--- config.mk ---
export PLATFORM = sky130hd
export DESIGN_NAME = id_ex_reg_flat
export DESIGN_NICKNAME = d
export VERILOG_FILES = /design/src/rtl/riscv_pkg.sv /design/src/rtl/id_ex_reg_if.sv /design/src/rtl/id_ex_reg_hazard_detect.sv /design/src/rtl/id_ex_reg.sv /design/src/flat_wrapper.sv
export SDC_FILE = /design/constraint.sdc
export NUM_CORES = 1
export LEC_CHECK = 0
export CORE_AREA = 3 3 108 110
export CTS_BUF_LIST = sky130_fd_sc_hd__clkbuf_8
export DETAILED_ROUTE_END_ITERATION = 7
export DIE_AREA = 0 0 111 113
export DONT_BUFFER_PORTS = 1
export GPL_ROUTABILITY_DRIVEN = 0
export PLACE_DENSITY = 0.68
export SLEW_MARGIN = 10
export SYNTH_ARGS = -nofsm -noshare
export SYNTH_HDL_FRONTEND = slang
export SYNTH_HIERARCHICAL = 1
export SYNTH_SLANG_ARGS = --single-unit
--- constraint.sdc ---
create_clock -name clk_i -period 7.7 [get_ports clk_i]
set_clock_uncertainty 0.1 [all_clocks]
set_input_delay 0.77 -clock clk_i [delete_from_list [all_inputs] [get_ports clk_i]]
set_output_delay 0.77 -clock clk_i [all_outputs]
set_load 0.005 [all_outputs]
--- src/rtl/riscv_pkg.sv ---
// Shared definitions for the five-stage RISC-V core: datapath width, opcodes,
// ALUOp classes and the decoded control bundle carried down the pipeline.
package riscv_pkg;

  localparam int XLEN = 32;

  localparam logic [6:0] OPC_LOAD   = 7'b0000011;
  localparam logic [6:0] OPC_STORE  = 7'b0100011;
  localparam logic [6:0] OPC_OP     = 7'b0110011;
  localparam logic [6:0] OPC_OP_IMM = 7'b0010011;
  localparam logic [6:0] OPC_BRANCH = 7'b1100011;

  typedef enum logic [1:0] {
    ALUOP_ADD   = 2'b00,
    ALUOP_BR    = 2'b01,
    ALUOP_FUNCT = 2'b10,
    ALUOP_RSVD  = 2'b11
  } alu_op_e;

  typedef struct packed {
    logic    reg_write;
    logic    mem_reg;
    logic    mem_read;
    logic    mem_write;
    logic    alu_src;
    alu_op_e alu_op;
  } ctrl_t;

  // A bubble is an instruction whose control bundle cannot change any state.
  localparam ctrl_t BUBBLE = ctrl_t'('0);

endpackage

--- src/rtl/id_ex_reg_if.sv ---
// ID/EX boundary bundle: decoder/register-file side inputs and EX side outputs,
// plus the stall/flush requests and hazard/perf feedback.
interface id_ex_reg_if #(
  parameter int XLEN  = 32,
  parameter int CNT_W = 16
);
  logic             Stall_i, Flush_i;
  logic             RegWrite_i, MemReg_i, MemRead_i, MemWrite_i, ALUSrc_i;
  logic [1:0]       ALUOp_i;
  logic [XLEN-1:0]  RS1Data_i, RS2Data_i, Imm_i;
  logic [9:0]       Funct_i;
  logic [4:0]       RS1Addr_i, RS2Addr_i, RdAddr_i;

  logic             RegWrite_o, MemReg_o, MemRead_o, MemWrite_o, ALUSrc_o;
  logic [1:0]       ALUOp_o;
  logic [XLEN-1:0]  RS1Data_o, RS2Data_o, Imm_o;
  logic [9:0]       Funct_o;
  logic [4:0]       RS1Addr_o, RS2Addr_o, RdAddr_o;
  logic             Valid_o, Hazard_o;
  logic [CNT_W-1:0] BubbleCnt_o;

  modport master (
    output Stall_i, Flush_i, RegWrite_i, MemReg_i, MemRead_i, MemWrite_i, ALUSrc_i,
           ALUOp_i, RS1Data_i, RS2Data_i, Imm_i, Funct_i, RS1Addr_i, RS2Addr_i, RdAddr_i,
    input  RegWrite_o, MemReg_o, MemRead_o, MemWrite_o, ALUSrc_o, ALUOp_o,
           RS1Data_o, RS2Data_o, Imm_o, Funct_o, RS1Addr_o, RS2Addr_o, RdAddr_o,
           Valid_o, Hazard_o, BubbleCnt_o
  );

  modport slave (
    input  Stall_i, Flush_i, RegWrite_i, MemReg_i, MemRead_i, MemWrite_i, ALUSrc_i,
           ALUOp_i, RS1Data_i, RS2Data_i, Imm_i, Funct_i, RS1Addr_i, RS2Addr_i, RdAddr_i,
    output RegWrite_o, MemReg_o, MemRead_o, MemWrite_o, ALUSrc_o, ALUOp_o,
           RS1Data_o, RS2Data_o, Imm_o, Funct_o, RS1Addr_o, RS2Addr_o, RdAddr_o,
           Valid_o, Hazard_o, BubbleCnt_o
  );
endinterface

--- src/rtl/id_ex_reg_hazard_detect.sv ---
// Load-use hazard: the load now in EX writes a register the ID instruction reads.
module hazard_detect (
  input  logic       valid_i,
  input  logic       mem_read_i,
  input  logic [4:0] rd_addr_i,
  input  logic [4:0] rs1_addr_i,
  input  logic [4:0] rs2_addr_i,
  output logic       hazard_o
);
  // x0 is hardwired to zero, so a load targeting it never creates a dependency.
  assign hazard_o = valid_i & mem_read_i & (rd_addr_i != 5'd0) &
                    ((rd_addr_i == rs1_addr_i) | (rd_addr_i == rs2_addr_i));
endmodule

--- src/rtl/id_ex_reg.sv ---
// ID/EX pipeline register: captures the decoded instruction, inserts bubbles on
// flush or load-use hazard, and counts inserted bubbles (saturating).
module id_ex_reg #(
  parameter int XLEN  = riscv_pkg::XLEN,
  parameter int CNT_W = 16
) (
  input  logic        clk_i,
  input  logic        rst_i,
  id_ex_reg_if.slave  bus
);
  import riscv_pkg::*;

  ctrl_t            ctrl_in, ctrl_d, ctrl_q;
  logic [XLEN-1:0]  rs1_data_d, rs1_data_q, rs2_data_d, rs2_data_q, imm_d, imm_q;
  logic [9:0]       funct_d, funct_q;
  logic [4:0]       rs1_addr_d, rs1_addr_q, rs2_addr_d, rs2_addr_q, rd_addr_d, rd_addr_q;
  logic             valid_d, valid_q;
  logic [CNT_W-1:0] cnt_d, cnt_q;
  logic             hazard, bubble;

  hazard_detect u_hazard (
    .valid_i    (valid_q),
    .mem_read_i (ctrl_q.mem_read),
    .rd_addr_i  (rd_addr_q),
    .rs1_addr_i (bus.RS1Addr_i),
    .rs2_addr_i (bus.RS2Addr_i),
    .hazard_o   (hazard)
  );

  assign ctrl_in = '{reg_write: bus.RegWrite_i, mem_reg: bus.MemReg_i,
                     mem_read:  bus.MemRead_i,  mem_write: bus.MemWrite_i,
                     alu_src:   bus.ALUSrc_i,   alu_op: alu_op_e'(bus.ALUOp_i)};
  assign bubble  = bus.Flush_i | hazard;

  always_comb begin
    // NOTE: every _d starts as its _q so no path through this block can infer a latch.
    ctrl_d     = ctrl_q;
    rs1_data_d = rs1_data_q;
    rs2_data_d = rs2_data_q;
    imm_d      = imm_q;
    funct_d    = funct_q;
    rs1_addr_d = rs1_addr_q;
    rs2_addr_d = rs2_addr_q;
    rd_addr_d  = rd_addr_q;
    valid_d    = valid_q;
    cnt_d      = cnt_q;
    if (!bus.Stall_i) begin
      ctrl_d     = ctrl_in;
      rs1_data_d = bus.RS1Data_i;
      rs2_data_d = bus.RS2Data_i;
      imm_d      = bus.Imm_i;
      funct_d    = bus.Funct_i;
      rs1_addr_d = bus.RS1Addr_i;
      rs2_addr_d = bus.RS2Addr_i;
      rd_addr_d  = bus.RdAddr_i;
      valid_d    = 1'b1;
      // Flush and hazard in the same cycle still cost exactly one bubble.
      if (bubble) begin
        ctrl_d  = BUBBLE;
        valid_d = 1'b0;
        if (cnt_q != '1) cnt_d = cnt_q + CNT_W'(1);
      end
    end
  end

  // NOTE: state updates use non-blocking assignments so every flop samples pre-edge values.
  always_ff @(posedge clk_i or posedge rst_i) begin
    if (rst_i) begin
      ctrl_q     <= BUBBLE;
      rs1_data_q <= '0;
      rs2_data_q <= '0;
      imm_q      <= '0;
      funct_q    <= '0;
      rs1_addr_q <= '0;
      rs2_addr_q <= '0;
      rd_addr_q  <= '0;
      valid_q    <= 1'b0;
      cnt_q      <= '0;
    end else begin
      ctrl_q     <= ctrl_d;
      rs1_data_q <= rs1_data_d;
      rs2_data_q <= rs2_data_d;
      imm_q      <= imm_d;
      funct_q    <= funct_d;
      rs1_addr_q <= rs1_addr_d;
      rs2_addr_q <= rs2_addr_d;
      rd_addr_q  <= rd_addr_d;
      valid_q    <= valid_d;
      cnt_q      <= cnt_d;
    end
  end

  assign bus.RegWrite_o  = ctrl_q.reg_write;
  assign bus.MemReg_o    = ctrl_q.mem_reg;
  assign bus.MemRead_o   = ctrl_q.mem_read;
  assign bus.MemWrite_o  = ctrl_q.mem_write;
  assign bus.ALUSrc_o    = ctrl_q.alu_src;
  assign bus.ALUOp_o     = ctrl_q.alu_op;
  assign bus.RS1Data_o   = rs1_data_q;
  assign bus.RS2Data_o   = rs2_data_q;
  assign bus.Imm_o       = imm_q;
  assign bus.Funct_o     = funct_q;
  assign bus.RS1Addr_o   = rs1_addr_q;
  assign bus.RS2Addr_o   = rs2_addr_q;
  assign bus.RdAddr_o    = rd_addr_q;
  assign bus.Valid_o     = valid_q;
  assign bus.Hazard_o    = hazard;
  assign bus.BubbleCnt_o = cnt_q;

endmodule
--- src/flat_wrapper.sv ---
// flat-port wrapper written by rule: the top's interface ports become plain ports
module id_ex_reg_flat import riscv_pkg::*;
#(
  parameter int XLEN  = riscv_pkg::XLEN,
  parameter int CNT_W = 16
)
  (clk_i, rst_i, bus_Stall_i, bus_Flush_i, bus_RegWrite_i, bus_MemReg_i, bus_MemRead_i, bus_MemWrite_i, bus_ALUSrc_i, bus_ALUOp_i, bus_RS1Data_i, bus_RS2Data_i, bus_Imm_i, bus_Funct_i, bus_RS1Addr_i, bus_RS2Addr_i, bus_RdAddr_i, bus_RegWrite_o, bus_MemReg_o, bus_MemRead_o, bus_MemWrite_o, bus_ALUSrc_o, bus_ALUOp_o, bus_RS1Data_o, bus_RS2Data_o, bus_Imm_o, bus_Funct_o, bus_RS1Addr_o, bus_RS2Addr_o, bus_RdAddr_o, bus_Valid_o, bus_Hazard_o, bus_BubbleCnt_o);
  id_ex_reg_if #(.XLEN(XLEN), .CNT_W(CNT_W)) bus_i ();
  input  logic clk_i;
  input  logic rst_i;
  input wire logic [$bits(bus_i.Stall_i)-1:0] bus_Stall_i;
  input wire logic [$bits(bus_i.Flush_i)-1:0] bus_Flush_i;
  input wire logic [$bits(bus_i.RegWrite_i)-1:0] bus_RegWrite_i;
  input wire logic [$bits(bus_i.MemReg_i)-1:0] bus_MemReg_i;
  input wire logic [$bits(bus_i.MemRead_i)-1:0] bus_MemRead_i;
  input wire logic [$bits(bus_i.MemWrite_i)-1:0] bus_MemWrite_i;
  input wire logic [$bits(bus_i.ALUSrc_i)-1:0] bus_ALUSrc_i;
  input wire logic [$bits(bus_i.ALUOp_i)-1:0] bus_ALUOp_i;
  input wire logic [$bits(bus_i.RS1Data_i)-1:0] bus_RS1Data_i;
  input wire logic [$bits(bus_i.RS2Data_i)-1:0] bus_RS2Data_i;
  input wire logic [$bits(bus_i.Imm_i)-1:0] bus_Imm_i;
  input wire logic [$bits(bus_i.Funct_i)-1:0] bus_Funct_i;
  input wire logic [$bits(bus_i.RS1Addr_i)-1:0] bus_RS1Addr_i;
  input wire logic [$bits(bus_i.RS2Addr_i)-1:0] bus_RS2Addr_i;
  input wire logic [$bits(bus_i.RdAddr_i)-1:0] bus_RdAddr_i;
  output wire logic [$bits(bus_i.RegWrite_o)-1:0] bus_RegWrite_o;
  output wire logic [$bits(bus_i.MemReg_o)-1:0] bus_MemReg_o;
  output wire logic [$bits(bus_i.MemRead_o)-1:0] bus_MemRead_o;
  output wire logic [$bits(bus_i.MemWrite_o)-1:0] bus_MemWrite_o;
  output wire logic [$bits(bus_i.ALUSrc_o)-1:0] bus_ALUSrc_o;
  output wire logic [$bits(bus_i.ALUOp_o)-1:0] bus_ALUOp_o;
  output wire logic [$bits(bus_i.RS1Data_o)-1:0] bus_RS1Data_o;
  output wire logic [$bits(bus_i.RS2Data_o)-1:0] bus_RS2Data_o;
  output wire logic [$bits(bus_i.Imm_o)-1:0] bus_Imm_o;
  output wire logic [$bits(bus_i.Funct_o)-1:0] bus_Funct_o;
  output wire logic [$bits(bus_i.RS1Addr_o)-1:0] bus_RS1Addr_o;
  output wire logic [$bits(bus_i.RS2Addr_o)-1:0] bus_RS2Addr_o;
  output wire logic [$bits(bus_i.RdAddr_o)-1:0] bus_RdAddr_o;
  output wire logic [$bits(bus_i.Valid_o)-1:0] bus_Valid_o;
  output wire logic [$bits(bus_i.Hazard_o)-1:0] bus_Hazard_o;
  output wire logic [$bits(bus_i.BubbleCnt_o)-1:0] bus_BubbleCnt_o;
  assign bus_i.Stall_i = bus_Stall_i;
  assign bus_i.Flush_i = bus_Flush_i;
  assign bus_i.RegWrite_i = bus_RegWrite_i;
  assign bus_i.MemReg_i = bus_MemReg_i;
  assign bus_i.MemRead_i = bus_MemRead_i;
  assign bus_i.MemWrite_i = bus_MemWrite_i;
  assign bus_i.ALUSrc_i = bus_ALUSrc_i;
  assign bus_i.ALUOp_i = bus_ALUOp_i;
  assign bus_i.RS1Data_i = bus_RS1Data_i;
  assign bus_i.RS2Data_i = bus_RS2Data_i;
  assign bus_i.Imm_i = bus_Imm_i;
  assign bus_i.Funct_i = bus_Funct_i;
  assign bus_i.RS1Addr_i = bus_RS1Addr_i;
  assign bus_i.RS2Addr_i = bus_RS2Addr_i;
  assign bus_i.RdAddr_i = bus_RdAddr_i;
  assign bus_RegWrite_o = bus_i.RegWrite_o;
  assign bus_MemReg_o = bus_i.MemReg_o;
  assign bus_MemRead_o = bus_i.MemRead_o;
  assign bus_MemWrite_o = bus_i.MemWrite_o;
  assign bus_ALUSrc_o = bus_i.ALUSrc_o;
  assign bus_ALUOp_o = bus_i.ALUOp_o;
  assign bus_RS1Data_o = bus_i.RS1Data_o;
  assign bus_RS2Data_o = bus_i.RS2Data_o;
  assign bus_Imm_o = bus_i.Imm_o;
  assign bus_Funct_o = bus_i.Funct_o;
  assign bus_RS1Addr_o = bus_i.RS1Addr_o;
  assign bus_RS2Addr_o = bus_i.RS2Addr_o;
  assign bus_RdAddr_o = bus_i.RdAddr_o;
  assign bus_Valid_o = bus_i.Valid_o;
  assign bus_Hazard_o = bus_i.Hazard_o;
  assign bus_BubbleCnt_o = bus_i.BubbleCnt_o;
  id_ex_reg #(.XLEN(XLEN), .CNT_W(CNT_W)) u_core (.clk_i(clk_i), .rst_i(rst_i), .bus(bus_i));
endmodule
==> metrics.csv <==
stage,metric,value,unit
critical_path,crit_path_max_fanout,6,
route,drt_iter0_markers,238,
timing,finalHoldViolations,0,
timing,slew_viol_final,0,
run,maxCapViolCount,0,
route,wl_per_cell,22.71,um
synthesis,synth_top_area_share,63.39,%
timing,max_freq,370.3,MHz
clocking,postCtsHoldBufs,0,
synthesis,synth-seq-area-share,63.39,%
clocking,cts_buffers,17,
floorplanning,initial_utilization,53.04,%
power,p_leak,2.586,nW
worst_hold_path,holdCritPathClass,in2async,
timing,rsz0062_at_grt,false,
timing,worstMarginPinSlew,895.0,ps
critical_path,crit_top_cell,nand3_1,
clocking,post_cts_buffers,0,
route,ant_nets,0,
clocking,cts_tree,done,
global_route,grt_use_met1,21.15,%
synthesis,synthCells,383,
power,power_density,255.9,nW/um2
global_route,grt_pass1_vias,3284,
floorplanning,die_h,113,um
floorplanning,row_count,38,
cells_and_area,final_cell_mix,"dfrtp_1, mux2_2, clkbuf_8, nand2_1, xor2_1",
global_route,grt_max_degree,139,
clocking,root_buffer,clkbuf_8,
critical_path,slowest_delay,540,ps
clocking,max-clock-path-buffers,2,
cells_and_area,nets,520,
critical_path,endpoint_kind,flip-flop,
floorplanning,core_area,10790,um2
floorplanning,die_area,12540,um2
synthesis,synthTopCellsByArea,"dfrtp_1, mux2_2, xor2_1",
route,num_vias,3067,
synthesis,postSynthAreaPerCell,14.95,um2
timing,fin_crit,2701,ps
floorplanning,io_pins,278,
timing,fin_setup_tns,0,ps
route,viasPerCell,5.690,
clocking,worstSkewPairLatency,440,ps
run_status,status,completed,
route,drc_errors,0,
global_route,grt-ovfl-total,0,
global_route,use_met3,10.70,%
timing,finalSetupViolations,0,
cells_and_area,stdcell_area,6177,um2
timing,finalCritPeriodShare,35.08,%
synthesis,yosys.area.top_type,dfrtp_1,
critical_path,arrival,2920,ps
global_route,busiest_layer,met2,
route,first_pass_iters,4,
timing,holdWs,171.1,ps
clocking,clock-sinks,145,
synthesis,ys_warn_count,6,
power,vdd_drop_max,0.0001625,V
cells_and_area,drive_gt1_share,40.35,%
floorplanning,die_w,111,um
place,portBuffers,0,
synthesis,synth_cell_types,31,
critical_path,worstPathCellList,xor2_1 -> nor3_1 -> nand3_1 -> a21oi_1 -> o21bai_1 -> nor4_2 -> nand3_1 -> xnor2_1,
critical_path,cp_slowest_cell,nor4_2,
global_route,grt_util_all_layers,19.70,%
clocking,cts.reportedPaths.clkPinSlew,80,ps
clocking,htreeDepth,4,
place,placed_area,5837,um2
cells_and_area,area_delta_synth_final,7.912,%
critical_path,cp-start-kind,flip-flop,
global_route,antenna_found_initial,0,
global_route,grt_pass1_wl,18.78,mm
critical_path,critPathKind,reg2reg,
place,dp_hpwl,8.950,mm
synthesis,syn_area,5724,um2
cells_and_area,diodes,0,
critical_path,cp.required,7920,ps
clocking,ctsResizeCount,0,
cells_and_area,layout_commonest_cell,dfrtp_1,
synthesis,ys_ff_latch,145,
global_route,use_met2,32.69,%
route,routed_wl,12.24,mm
timing,slew_headroom,40.33,%
synthesis,synth_nets,516,
-- cell usage after synthesis --
master,n
buf_1,1
nor3_1,5
xor2_1,12
xnor2_1,10
nand4_1,6
clkbuf_1,3
o21bai_1,1
o21ai_0,9
buf_2,12
or3_1,1
dfrtp_1,145
inv_1,1
o211ai_1,1
a31oi_1,1
a21oi_1,5
and4_1,2
or4_1,1
nor4_2,3
a211oi_2,1
a311oi_1,1
o211ai_2,1
and2_1,2
ha_1,1
nor3b_2,1
mux2_2,122
mux2_1,1
nor4_1,1
nand2_1,20
and3_1,2
nor2_1,3
nand3_1,8
-- registers in the layout (all words and copies together) (netlist names) --
signal / count
u_core/bus.Imm_o: 32
u_core/bus.RS1Data_o: 32
u_core/bus.MemReg_o: 1
u_core/bus.RegWrite_o: 1
u_core/bus.ALUOp_o: 2
u_core/bus.RS2Addr_o: 5
u_core/bus.RS1Addr_o: 5
u_core/bus.RS2Data_o: 32
u_core/bus.BubbleCnt_o: 16
u_core/bus.Funct_o: 10
u_core/bus.RdAddr_o: 5
u_core/bus.Valid_o: 1
u_core/bus.ALUSrc_o: 1
u_core/bus.MemWrite_o: 1
u_core/bus.MemRead_o: 1
-- layout make-up --
cell class,instances,area (um2)
tap,140,175.2
clock buffer,20,275.3
inverter,1,8.758
fill,871,4616
timing repair buffer,1,7.507
sequential,145,3628
clock inverter,11,65.06
multi-input combinational,221,2017
-- layer usage --
layer	part of all wire, %	routed length, um	vias to the layer above
met5	0	0	-
met4	1.7	212	0
met3	11	1382	19
met2	53	6441	163
met1	34	4204	1525
li1	-	-	1360
-- worst max-delay path: cells and delay by family, from the launching register on --
| kind | cells | cell delay, ps |
|---|---|---|
| flops | 1 | 490 |
| compound gates | 2 | 580 |
| xor+xnor | 2 | 390 |
| simple gates | 4 | 1020 |
-- final timing paths --
path	from	to	slack (ps)	cells past startpoint
worst max-delay path	u_core/bus.RdAddr_o[4]	u_core/bus.BubbleCnt_o[11]	5000	8
worst min-delay path	rst_i	u_core/bus.Imm_o[7]	170	1
worst max register to register	u_core/bus.RdAddr_o[4]	u_core/bus.BubbleCnt_o[11]	5000	8
worst min register to register	u_core/bus.ALUSrc_o	u_core/bus.ALUSrc_o	430	2
max in group asynchronous	rst_i	u_core/bus.Imm_o[0]	5960	2
min in group clk_i	bus_ALUOp_i[0]	u_core/bus.ALUOp_o[0]	360	2
-- power breakdown --
| group | internal (W) | switching (W) | leakage, nW |
|---|---|---|---|
| clock | 0.000242 | 0.000272 | 0.172 |
| combinational | 0.0000786 | 0.0000521 | 0.688 |
| sequential | 0.000846 | 0.0000913 | 1.73 |
-- cell families after synthesis --
family                   count (synthesis)  synth area share [%]
adder cells (fa/ha/maj)                  1                0.2185
flip-flops                             145                 63.39
buffers and inverters                   17                 1.377
AND/OR/NAND/NOR                         55                 5.268
XOR/XNOR                                22                 3.366
multiplexers                           123                 24.20
AO/OA/AOI/OAI                           20                 2.186
-- metrics by stage --
step | std cells | power [W] | setup WS [ps] | util (%)
after CTS | 539 | 0.001611 | 4891 | 57.23
final | 539 | 0.001581 | 4999 | 57.23
after global placement | 508 | 0.001079 | 4681 | 54.08
after floorplan | 383 | 0.001048 | 2935 | -
after detailed placement | 508 | 0.001086 | 4683 | 54.08
after global routing | 539 | 0.001667 | 4765 | 57.23
Power figures use the tool's default switching activity.
